===== src/rtl/comp2_4bit_serial.sv =====
// Bit-serial 4-bit two's complement negator with valid/ready handshakes.
// Operand bits are processed LSB first, one per cycle, using the copy-until-first-one rule.
//
//   state | meaning
//   IDLE  | waiting for an operand, in_ready=1
//   SHIFT | processing operand bits 0..3, one per cycle
//   DONE  | result held on out_data/out_ovf until out_ready
module comp2_4bit_serial (
  input  logic       clk,
  input  logic       rst,
  input  logic       in_valid,
  input  logic [3:0] in_data,
  output logic       in_ready,
  output logic       out_valid,
  output logic [3:0] out_data,
  output logic       out_ovf,
  input  logic       out_ready
);

  typedef enum logic [1:0] {IDLE, SHIFT, DONE} state_t;

  state_t     r_state;
  logic [3:0] r_shift;
  logic [1:0] r_cnt;
  logic       r_seen_one;

  logic       w_bit;
  logic       w_res;

  assign w_bit     = r_shift[0];
  assign w_res     = r_seen_one ? ~w_bit : w_bit;
  assign in_ready  = (r_state == IDLE);
  assign out_valid = (r_state == DONE);

  always_ff @(posedge clk) begin
    if (rst) begin
      r_state    <= IDLE;
      r_shift    <= 4'd0;
      r_cnt      <= 2'd0;
      r_seen_one <= 1'b0;
      out_data   <= 4'd0;
      out_ovf    <= 1'b0;
    end else begin
      case (r_state)
        IDLE: begin
          if (in_valid) begin
            r_shift    <= in_data;
            r_cnt      <= 2'd0;
            r_seen_one <= 1'b0;
            out_data   <= 4'd0;
            out_ovf    <= 1'b0;
            r_state    <= SHIFT;
          end
        end
        SHIFT: begin
          r_shift         <= {1'b0, r_shift[3:1]};
          out_data[r_cnt] <= w_res;
          r_seen_one      <= r_seen_one | w_bit;
          r_cnt           <= r_cnt + 2'd1;
          if (r_cnt == 2'd3) begin
            // Only 1000 reaches its MSB with no lower one bit seen.
            out_ovf <= w_bit & ~r_seen_one;
            r_state <= DONE;
          end
        end
        DONE: begin
          if (out_ready) r_state <= IDLE;
        end
        default: r_state <= IDLE;
      endcase
    end
  end

endmodule


===== config.mk =====
export PLATFORM = sky130hd
export DESIGN_NAME = comp2_4bit_serial
export DESIGN_NICKNAME = d
export VERILOG_FILES = /design/src/rtl/comp2_4bit_serial.sv
export SDC_FILE = /design/constraint.sdc
export NUM_CORES = 1
export LEC_CHECK = 0
export ABC_AREA = 0
export CAP_MARGIN = 20
export CELL_PAD_IN_SITES_DETAIL_PLACEMENT = 1
export CELL_PAD_IN_SITES_GLOBAL_PLACEMENT = 1
export CORE_MARGIN = 4
export CORE_UTILIZATION = 48
export CTS_BUF_LIST = sky130_fd_sc_hd__clkbuf_8
export DETAILED_ROUTE_END_ITERATION = 6
export DONT_BUFFER_PORTS = 1
export PLACE_DENSITY_LB_ADDON = 0.1
export SYNTH_ARGS = -nofsm -noshare
export SYNTH_HDL_FRONTEND = slang
export SYNTH_SLANG_ARGS = --single-unit

===== constraint.sdc =====
create_clock -name clk -period 1.2 [get_ports clk]
set_input_delay 0.06 -clock clk [delete_from_list [all_inputs] [get_ports clk]]
set_output_delay 0.06 -clock clk [all_outputs]
set_load 0.005 [all_outputs]

# Yosys cells after proc, flatten, opt, wreduce, memory -nomap -nowiden
# Cells that the tools add are included.
dict set report classes {
  add_sub_neg 1
  n_lt_le_gt_ge 2
  n_eq_ne 6
  muxes 18
  bitwise 4
  n_reduce_logical 6
}
# operator count
set ops {}
lappend ops {{$pmux 4 s2} 2}
lappend ops {{$mux 2} 4}
lappend ops {{$mux 4} 2}
lappend ops {{$pmux 2 s3} 1}
lappend ops {{$reduce_and 3->1} 2}
lappend ops {{$bwmux 4} 1}
lappend ops {{$eq 2x2->1 const B} 2}
lappend ops {{$mux 1} 4}
lappend ops {{$ne 2x2->1 const B} 2}
lappend ops {{$pmux 1 s2} 2}
lappend ops {{$pmux 2 s2} 1}
lappend ops {{$lt 2x3->1 const B} 1}
lappend ops {{$add 2x1->2 const B} 1}
lappend ops {{$demux 1 s2} 1}
lappend ops {{$eq 2x1->1 const B} 1}
lappend ops {{$ge 2x1->1 const B} 1}
lappend ops {{$logic_not 2->1} 1}
lappend ops {{$ne 2x1->1 const B} 1}
lappend ops {{$not 1->1} 2}
lappend ops {{$reduce_and 2->1} 1}
lappend ops {{$reduce_bool 2->1} 1}
lappend ops {{$and 1x1->1} 1}
lappend ops {{$logic_and 1x1->1} 1}
lappend ops {{$or 1x1->1} 1}
dict set report totals {
  register_bits 14
  inputBits 8
  out_inout_bits 7
}

# Longest topological paths before layout
# Gate-level depths: netlist (run 1).
dict set report depth {
  word_depth 6
  mapped_depth 5
  mapped_depth_nobuf 4
}

# Worst setup path after synthesis (run 1)
# No wires, ideal clock.
dict set report synth_timing {
  kind {flip-flop to flip-flop}
  start {register r_state[1]}
  end {register out_data[1]}
  setup_ns 0.086
  t_arrival_ns 0.957
  setup_slack_ns 0.157
  stages_incl_launch_ff 6
  cell_sequence {dfxtp_1 -> buf_6 -> o21ba_4 -> buf_6 -> a21oi_1 -> a211oi_1}
}
dict set report synth_between {
  elab_chain_cells 3
}
# item line
set synth_rtl {}
lappend synth_rtl {{from (decl)} 22} ;# state_t r_state;
lappend synth_rtl {{from (signal assigned)} 37} ;# r_state <= IDLE;
lappend synth_rtl {{from (signal assigned)} 52} ;# r_state <= SHIFT;
lappend synth_rtl {{from (signal assigned)} 63} ;# r_state <= DONE;
lappend synth_rtl {{$eq 2x1->1 or $logic_not 2->1 (tied branches)} 44} ;# case (r_state)
lappend synth_rtl {{$reduce_bool 2->1 (no source line) or $ne 2x2->1 (tied branches)} --}
lappend synth_rtl {{$reduce_and 2->1 (no source line)} --}
lappend synth_rtl {{to (signal, indexed assignment)} 57} ;# out_data[r_cnt] <= w_res;
lappend synth_rtl {{to (decl)} 15} ;# output logic [3:0] out_data,
# Several ways; a longest one is shown, not always the timed one.
# A chain may end at the register's enable or synchronous reset.

# Worst setup path after layout (run 1)
dict set report layout_timing {
  start {register r_shift[0]}
  end {register out_data[0]}
}
dict set report layout_between {
  elab_chain_cells 4
}
# item line
set layout_rtl {}
lappend layout_rtl {{from (decl)} 23} ;# logic [3:0] r_shift;
lappend layout_rtl {{from (signal assigned)} 47} ;# r_shift <= in_data;
lappend layout_rtl {{from (signal assigned)} 56} ;# r_shift <= {1'b0, r_shift[3:1]};
lappend layout_rtl {{$not 1->1} 31} ;# assign w_res = r_seen_one ? ~w_bit : w_bit;
lappend layout_rtl {{$mux 1 (*)} 31}
lappend layout_rtl {{$bwmux 4 (*)} 57}
lappend layout_rtl {{$pmux 4 s2 (*)} 44}
# Mark *: on every way between the ends. The rest lies on a longest branch, timed or not.

==> run_results.csv, run 1 <==
group,metric,value,unit
grt,grt_max_degree,12,
critical_path,family_of_cells_with_the_greatest_summed_delay_on_the_critical_path,"flip-flops",
outcome,run_status,"complete, no violations",
timing,timing_worst_slew_pin_value,429.8,ps
route,detailed_routing_iterations_pass_1,3,
route,wl,1580,um
critical_path,data_arrival_critical_path,1260,ps
clock_network,tritoncts,"yes",
critical_path,ff2ff_setup_slack,60,ps
critical_path,critical_path.slowest_cell,"dfxtp_1",
synthesis,synth_top_family_by_area,"compound AO/OA/AOI/OAI gates",
pwr,share_seq_of_total_power,0.462,
timing,fin_crit,1144,ps
clock_network,clockBufferDepth,2,
synthesis,syn-num-nets,86,
critical_path,r2r_start,"r_shift[0]$_SDFFE_PP0P_",
pwr,internal_power,0.8544,mW
synthesis,synth_fa_ha_area_frac,0.1070,
pwr,report.power.total,1.112,mW
critical_path,worstReg2RegEnd,"out_data[0]$_SDFFE_PP0P_",
timing,final_min_period_over_clock_period,0.9530,
synthesis,post_synth_inst_count,72,
critical_path,cp_required,1320,ps
place,placedCellCount,86,
pwr,power.density,1380,nW/um^2
floorplanning,die_area,2138,sq um
grt,grt_pass1_wl,2677,um
floorplanning,die_height,46.24,um
place,dpl.hpwl,1120,um
place,placement.io_buffers,0,
cells_and_area,area_delta_synth_final,14.80,%
floorplanning,count_of_standard_cell_rows,13,
synthesis,netlist.area_leader.share,0.3993,
synthesis,synthDominantAreaCellType,"dfxtp_1",
grt,vias_in_the_first_global_route,556,
clock_network,count_of_h_tree_levels_built_during_cts,1,
critical_path,crit_path_max_fanout,3,
grt,grt_overflow,0,
grt,globalRouteTotalUtil,0.1812,
timing,relSlewSlack,0.7125,
clock_network,cts-buffers-inserted,3,
route,dr_total_vias,511,
floorplanning,boundaryPins,15,
synthesis,synthesis.area,701.9,sq um
timing,report.final.hold_viol_count,0,
route,vias_per_cell,5.495,
timing,max_freq,0.8745,GHz
critical_path,cp_cell_sequence,"inv_1, ha_1, nor2_2, a211oi_1",
place,postPlaceCellArea,705.7,sq um
flow_run,max-cap-violations,0,
synthesis,syn_area_per_cell,9.749,sq um
route,final_antenna_net_count,0,
clock_network,clk_pin_slew_worst_paths,60,ps
synthesis,synth_seq_cells,14,
floorplanning,core_area,1334,sq um
synthesis,synth_compound_area_frac,0.2103,
pwr,power.combinational.fraction,0.135,
pwr,max-vdd-ir-drop,0.0008154,V
floorplanning,effective_utilization_at_floorplan,0.5263,
clock_network,clkSinkCount,14,
synthesis,synth-simple-area-share,0.1551,
critical_path,ff2ff_path_depth,4,
pwr,sw_frac_of_total,0.2317,
synthesis,synthXorXnorAreaFrac,0,
cells_and_area,final_util,0.6041,
cells_and_area,nets,93,
pwr,clkPwrFrac,0.403,
synthesis,yosys_warnings,0,
floorplanning,dieWidth,46.24,um
synthesis,synth_seq_area_share,0.3993,
clock_network,root_buffer_master,"clkbuf_8",
route,detail_routed_net_length_per_standard_cell,16.99,um
grt,antenna_found_initial,0,
timing,maxSlewViolCount,0,
hold_path,worst_hold_path_type,"in2reg",
critical_path,slowest_delay,330,ps
synthesis,synth_area_leaders,"dfxtp_1 (40%), ha_1 (11%), a211oi_1 (8.6%), nor2_1 (4.8%), buf_6 (4.8%)",
cells_and_area,fillerInstances,156,
route,drt_iter0_drc,9,
cells_and_area,layoutNonFillerInstCount,93,
critical_path,type_of_element_capturing_the_critical_path,"register",
timing,setup_total_negative_slack,0,ps
timing,finClkSkew,1.564,ps
critical_path,cp_num_buf_inv,1,
place,globalplace.congestion,0.7779,
critical_path,cp.depth,4,
cells_and_area,post_route_cells_drive_above_1_share,0.2179,
critical_path,worst_setup_path_start_kind,"register",
critical_path,path_class,"reg2reg",
synthesis,synthMuxAreaShare,0.04278,
cells_and_area,postLayoutCellArea,805.8,sq um
clock_network,worst_skew_pair.late_latency,240,ps
cells_and_area,n_antenna_cell,0,
route,drcViolationCount,0,
pwr,leakage_component_of_the_power,0.3174,nW
synthesis,synth_cell_types,24,
critical_path,crit_startpoint,"r_shift[0]$_SDFFE_PP0P_",
critical_path,worstSetupEndpoint,"out_data[0]$_SDFFE_PP0P_",
timing,setup_violations,0,
pwr,total_switching_power,0.2577,mW
cells in the final DEF, fill, tap and decap left out:
master	synthesis	routed
dfxtp_1	14	11
nor2_1	9	8
a211oi_1	8	7
inv_1	6	6
ha_1	6	6
a21oi_1	5	5
clkbuf_8	0	4
mux2i_1	3	3
buf_4	0	3
dfxtp_2	0	3
nand2_1	2	2
o32ai_1	2	2
dlygate4sd3_1	0	2
and2b_1	1	1
nand2b_1	1	1
nand3b_1	1	1
nand4bb_1	1	1
o21ai_0	1	1
nor2b_1	1	1
o21bai_2	0	1
a22oi_1	1	1
or2b_1	1	1
a2bb2oi_1	1	1
o21ba_4	1	1
nor2_2	0	1
nor3b_2	1	1
or2_4	1	1
a211oi_2	0	1
o21ba_2	0	1
layout make-up:
cell class | count | area [sq um] | share of cell area
multi-input cells | 49 | 382.9 | 0.4752
flip-flops and latches | 14 | 284.0 | 0.3525
clock buffers | 4 | 55.05 | 0.06832
repair buffers | 5 | 42.54 | 0.05280
inverters | 6 | 22.52 | 0.02795
well taps | 15 | 18.77 | 0.02329
metal layers:
layer	up-vias	wire [um]	global-route usage	part of all wire
met3	0	38	0.03516	0.024
met4	0	0	0.06818	0
li1	265	-	-	-
met1	239	779	0.2459	0.49
met2	7	761	0.2802	0.48
met5	-	0	0	0
stage by stage:
step | hold WS, ps | setup WS (ps)
after floorplan | 176.9 | 157.4
after CTS | 1.220 | 13.24
final | 2.643 | 56.44
after global routing | 7.099 | -9.992
after global placement | 131.5 | -1.715
after detailed placement | 132.5 | 14.15
power groups by stage:
stage | clock, mW | sequential, mW | combinational [mW]
6_report | 0.448 | 0.514 | 0.150
5_1_grt | 0.489 | 0.518 | 0.169
4_1_cts | 0.463 | 0.514 | 0.144
3_5_place_dp | 0 | 0.522 | 0.129
3_3_place_gp | 0 | 0.521 | 0.123
2_1_floorplan | 0 | 0.516 | 0.109
cells by family (layout without fill, tap and decap cells):
group | count (synthesis) | in the layout
AO/OA/AOI/OAI | 20 | 21
adder cells (fa/ha/maj) | 6 | 6
buffers and inverters | 10 | 15
flip-flops | 14 | 14
multiplexers | 3 | 3
AND/OR/NAND/NOR | 19 | 19
flip-flops by register name, summed over array words and instances (netlist names):
signal / flops
out_ovf: 1
r_seen_one: 1
r_shift: 4
r_state: 2
out_data: 4
r_cnt: 2
worst reg2reg max path, cell delays in order (launching register included):
cell      delay, ps
dfxtp_1         330
inv_1            50
ha_1            310
nor2_2          210
a211oi_1        120
synth_stat cells:
master / number
dfxtp_1: 14
o21bai_1: 1
inv_1: 6
or2_4: 1
a211oi_1: 8
nor3b_2: 1
nor2_1: 9
nand4bb_1: 1
nand2_1: 2
nand3b_1: 1
and2b_1: 1
nor2b_1: 1
o32ai_1: 2
a22oi_1: 1
nand2b_1: 1
or2b_1: 1
ha_1: 6
o21ai_0: 1
o21ba_4: 1
a21oi_1: 5
buf_6: 3
mux2i_1: 3
clkbuf_1: 1
a2bb2oi_1: 1
worst min-delay path by stage:
| stage | cells after the start | slack [ps] | endpoint | start |
|---|---|---|---|---|
| after global routing | 2 | 7 | r_shift[3]$_SDFFE_PP0P_ | in_data[3] |
| final | 2 | 3 | r_shift[3]$_SDFFE_PP0P_ | in_data[3] |
| after floorplan | 1 | 180 | out_ovf$_SDFFE_PP0P_ | rst |
| after detailed placement | 1 | 130 | r_state[1]$_SDFFE_PP0P_ | rst |
| after global placement | 1 | 130 | r_shift[3]$_SDFFE_PP0P_ | rst |
| after CTS | 2 | 1 | r_shift[3]$_SDFFE_PP0P_ | in_data[3] |
repair_timing:
item	CTS	global route
resized for setup	2	4
setup buffers	0	0
cloned	1	0
hold buffers	2	0
endpoints found under the setup margin	1	4
endpoints found under the hold margin	11	0
(Power assumes the default switching activity.)
==> inputs of run 2 (changes only) <==
- CORE_UTILIZATION: 48 -> 50
- clock period: 1.2 -> 1.45 ns (I/O delays scaled with it)
==> run 2 against run 1 <==
Effect of this change: first-iteration DRC count shrank 100%; via count shrank 4.3%; utilization shrank 3.3 points; die area shrank 3.3%; largest power group unchanged.
==> run_results.csv, run 2 (synthesis results as in run 1) <==
group,metric,value,unit
floorplanning,die_height,45.47,um
critical_path,ff2ff_path_depth,4,
timing,setup_violations,0,
critical_path,worst_setup_path_start_kind,"register",
cells_and_area,area_delta_synth_final,7.130,%
route,vias_per_cell,5.494,
timing,finClkSkew,1.427,ps
floorplanning,effective_utilization_at_floorplan,0.5328,
pwr,report.power.total,0.8426,mW
cells_and_area,multi_input_comb_area,361.6,sq um
cells_and_area,n_antenna_cell,0,
floorplanning,count_of_standard_cell_rows,13,
timing,report.final.hold_viol_count,0,
cells_and_area,nets,90,
critical_path,r2r_start,"r_state[0]$_SDFFE_PP0P_",
hold_path,holdPathStages,2,
cells_and_area,largest_registers,"out_data (4), r_shift (4)",
timing,setup_total_negative_slack,0,ps
grt,grt_overflow,0,
critical_path,data_arrival_critical_path,1190,ps
critical_path,ff2ff_setup_slack,220,ps
grt,antenna_found_initial,0,
clock_network,cts_setup_buffers,0,
clock_network,cts-buffers-inserted,3,
route,drt_iter0_drc,0,
timing,relSlewSlack,0.7124,
cells_and_area,fillerInstances,154,
cells_and_area,post_route_cells_drive_above_1_share,0.09459,
critical_path,path_class,"reg2out",
timing,rsz0062_at_grt,"false",
pwr,max-vdd-ir-drop,0.0007415,V
cells_and_area,most-common-layout-cells,"dfxtp_1 (14), nor2_1 (9), a211oi_1 (8)",
floorplanning,die_area,2067,sq um
route,wl,1510,um
clock_network,root_buffer_master,"clkbuf_8",
route,drcViolationCount,0,
timing,final_min_period_over_clock_period,0.8739,
clock_network,post_cts_resized,0,
floorplanning,dieWidth,45.47,um
flow_run,max-cap-violations,0,
clock_network,clk_pin_slew_worst_paths,50,ps
route,detailed_routing_iterations_pass_1,1,
critical_path,crit_path_max_fanout,9,
grt,globalRouteTotalUtil,0.1843,
clock_network,tritoncts,"yes",
pwr,leakage_component_of_the_power,0.2916,nW
hold_path,min_from,"in_valid",
hold_path,hold_path_end,"r_shift[3]$_SDFFE_PP0P_",
floorplanning,core_area,1318,sq um
grt,vias_in_the_first_global_route,546,
outcome,run_status,"complete, no violations",
clock_network,clockBufferDepth,2,
clock_network,clkSinkCount,14,
clock_network,worst_skew_pair.late_latency,240,ps
place,dpl.hpwl,1110,um
route,dr_total_vias,489,
critical_path,cp_required,1380,ps
route,detail_routed_net_length_per_standard_cell,16.97,um
cells_and_area,layout.cells.most_common,"dfxtp_1",
floorplanning,boundaryPins,15,
grt,grt_pass1_wl,2539,um
place,placement.io_buffers,0,
hold_path,worst_hold_path_type,"in2reg",
clock_network,count_of_h_tree_levels_built_during_cts,1,
critical_path,worstReg2RegEnd,"r_seen_one$_SDFFE_PP0P_",
cells_and_area,sequential_cell_area,280.3,sq um
pwr,power.density,1121,nW/um^2
route,final_antenna_net_count,0,
timing,maxSlewViolCount,0,
critical_path,type_of_element_capturing_the_critical_path,"output port",
place,globalplace.congestion,0.7336,
timing,fin_crit,1267,ps
timing,max_freq,0.7891,GHz
grt,grt_max_degree,12,
timing,timing_worst_slew_pin_value,430.0,ps
## run 2: cell types whose count changed in the layout (fill, tap and decap cells not counted), sizes merged
cell	change
buf	-2
o21ba	-1
clkbuf	-1
## run 2: worst max-delay path by stage
stage / from / cells past startpoint / endpoint
2_1_floorplan: r_state[1]$_SDFFE_PP0P_ / 5 / out_data[1]$_SDFFE_PP0P_
3_3_place_gp: r_state[0]$_SDFFE_PP0P_ / 4 / r_seen_one$_SDFFE_PP0P_
3_5_place_dp: r_state[0]$_SDFFE_PP0P_ / 4 / r_cnt[1]$_SDFFE_PP0P_
4_1_cts: r_state[0]$_SDFFE_PP0P_ / 2 / out_valid
5_1_grt: r_state[0]$_SDFFE_PP0P_ / 4 / r_seen_one$_SDFFE_PP0P_
6_report: r_state[0]$_SDFFE_PP0P_ / 2 / out_valid
## run 2: worst max-delay path, stage by stage, from the launching register on
cell	delay, ps
dfxtp_1	530
buf_4	210
and2b_1	210
## run 2: cell type report
class                      instances  area share
multi-input combinational         48      0.4809
clock buffer                       3     0.05491
tap                               15     0.02496
sequential                        14      0.3727
inverter                           6     0.02995
timing repair buffer               3     0.03661
## run 2: power breakdown
group | internal (mW) | switching, mW | total (mW)
Combinational | 0.0505 | 0.0522 | 0.103
Sequential | 0.406 | 0.0207 | 0.427
Clock | 0.184 | 0.130 | 0.313
Total | 0.640 | 0.202 | 0.843
## run 2: metal layers
metal  global-route usage  up-vias  part of all wire
met5                    0        -                 0
met4               0.1053        0             0.025
met3              0.09486        4             0.058
met2               0.2702        8              0.48
met1               0.2126      223              0.43
li1                     -      254                 -
## run 2: timing repair
item / CTS / global route
endpoints found under the setup margin: 0 / 0
hold buffers: 2 / 0
endpoints found under the hold margin: 11 / 0
## run 2: metrics by stage
stage	worst slack, ps	area (sq um)	instances	utilization	hold WS [ps]
floorplan	407.4	701.9	72	-	189.4
global route	109.3	752.0	89	0.5708	21.27
CTS	172.2	752.0	89	0.5708	12.44
detailed placement	228.5	690.7	84	0.5242	146.9
global placement	290.1	690.7	84	0.5242	145.3
finish	182.8	752.0	89	0.5708	22.99
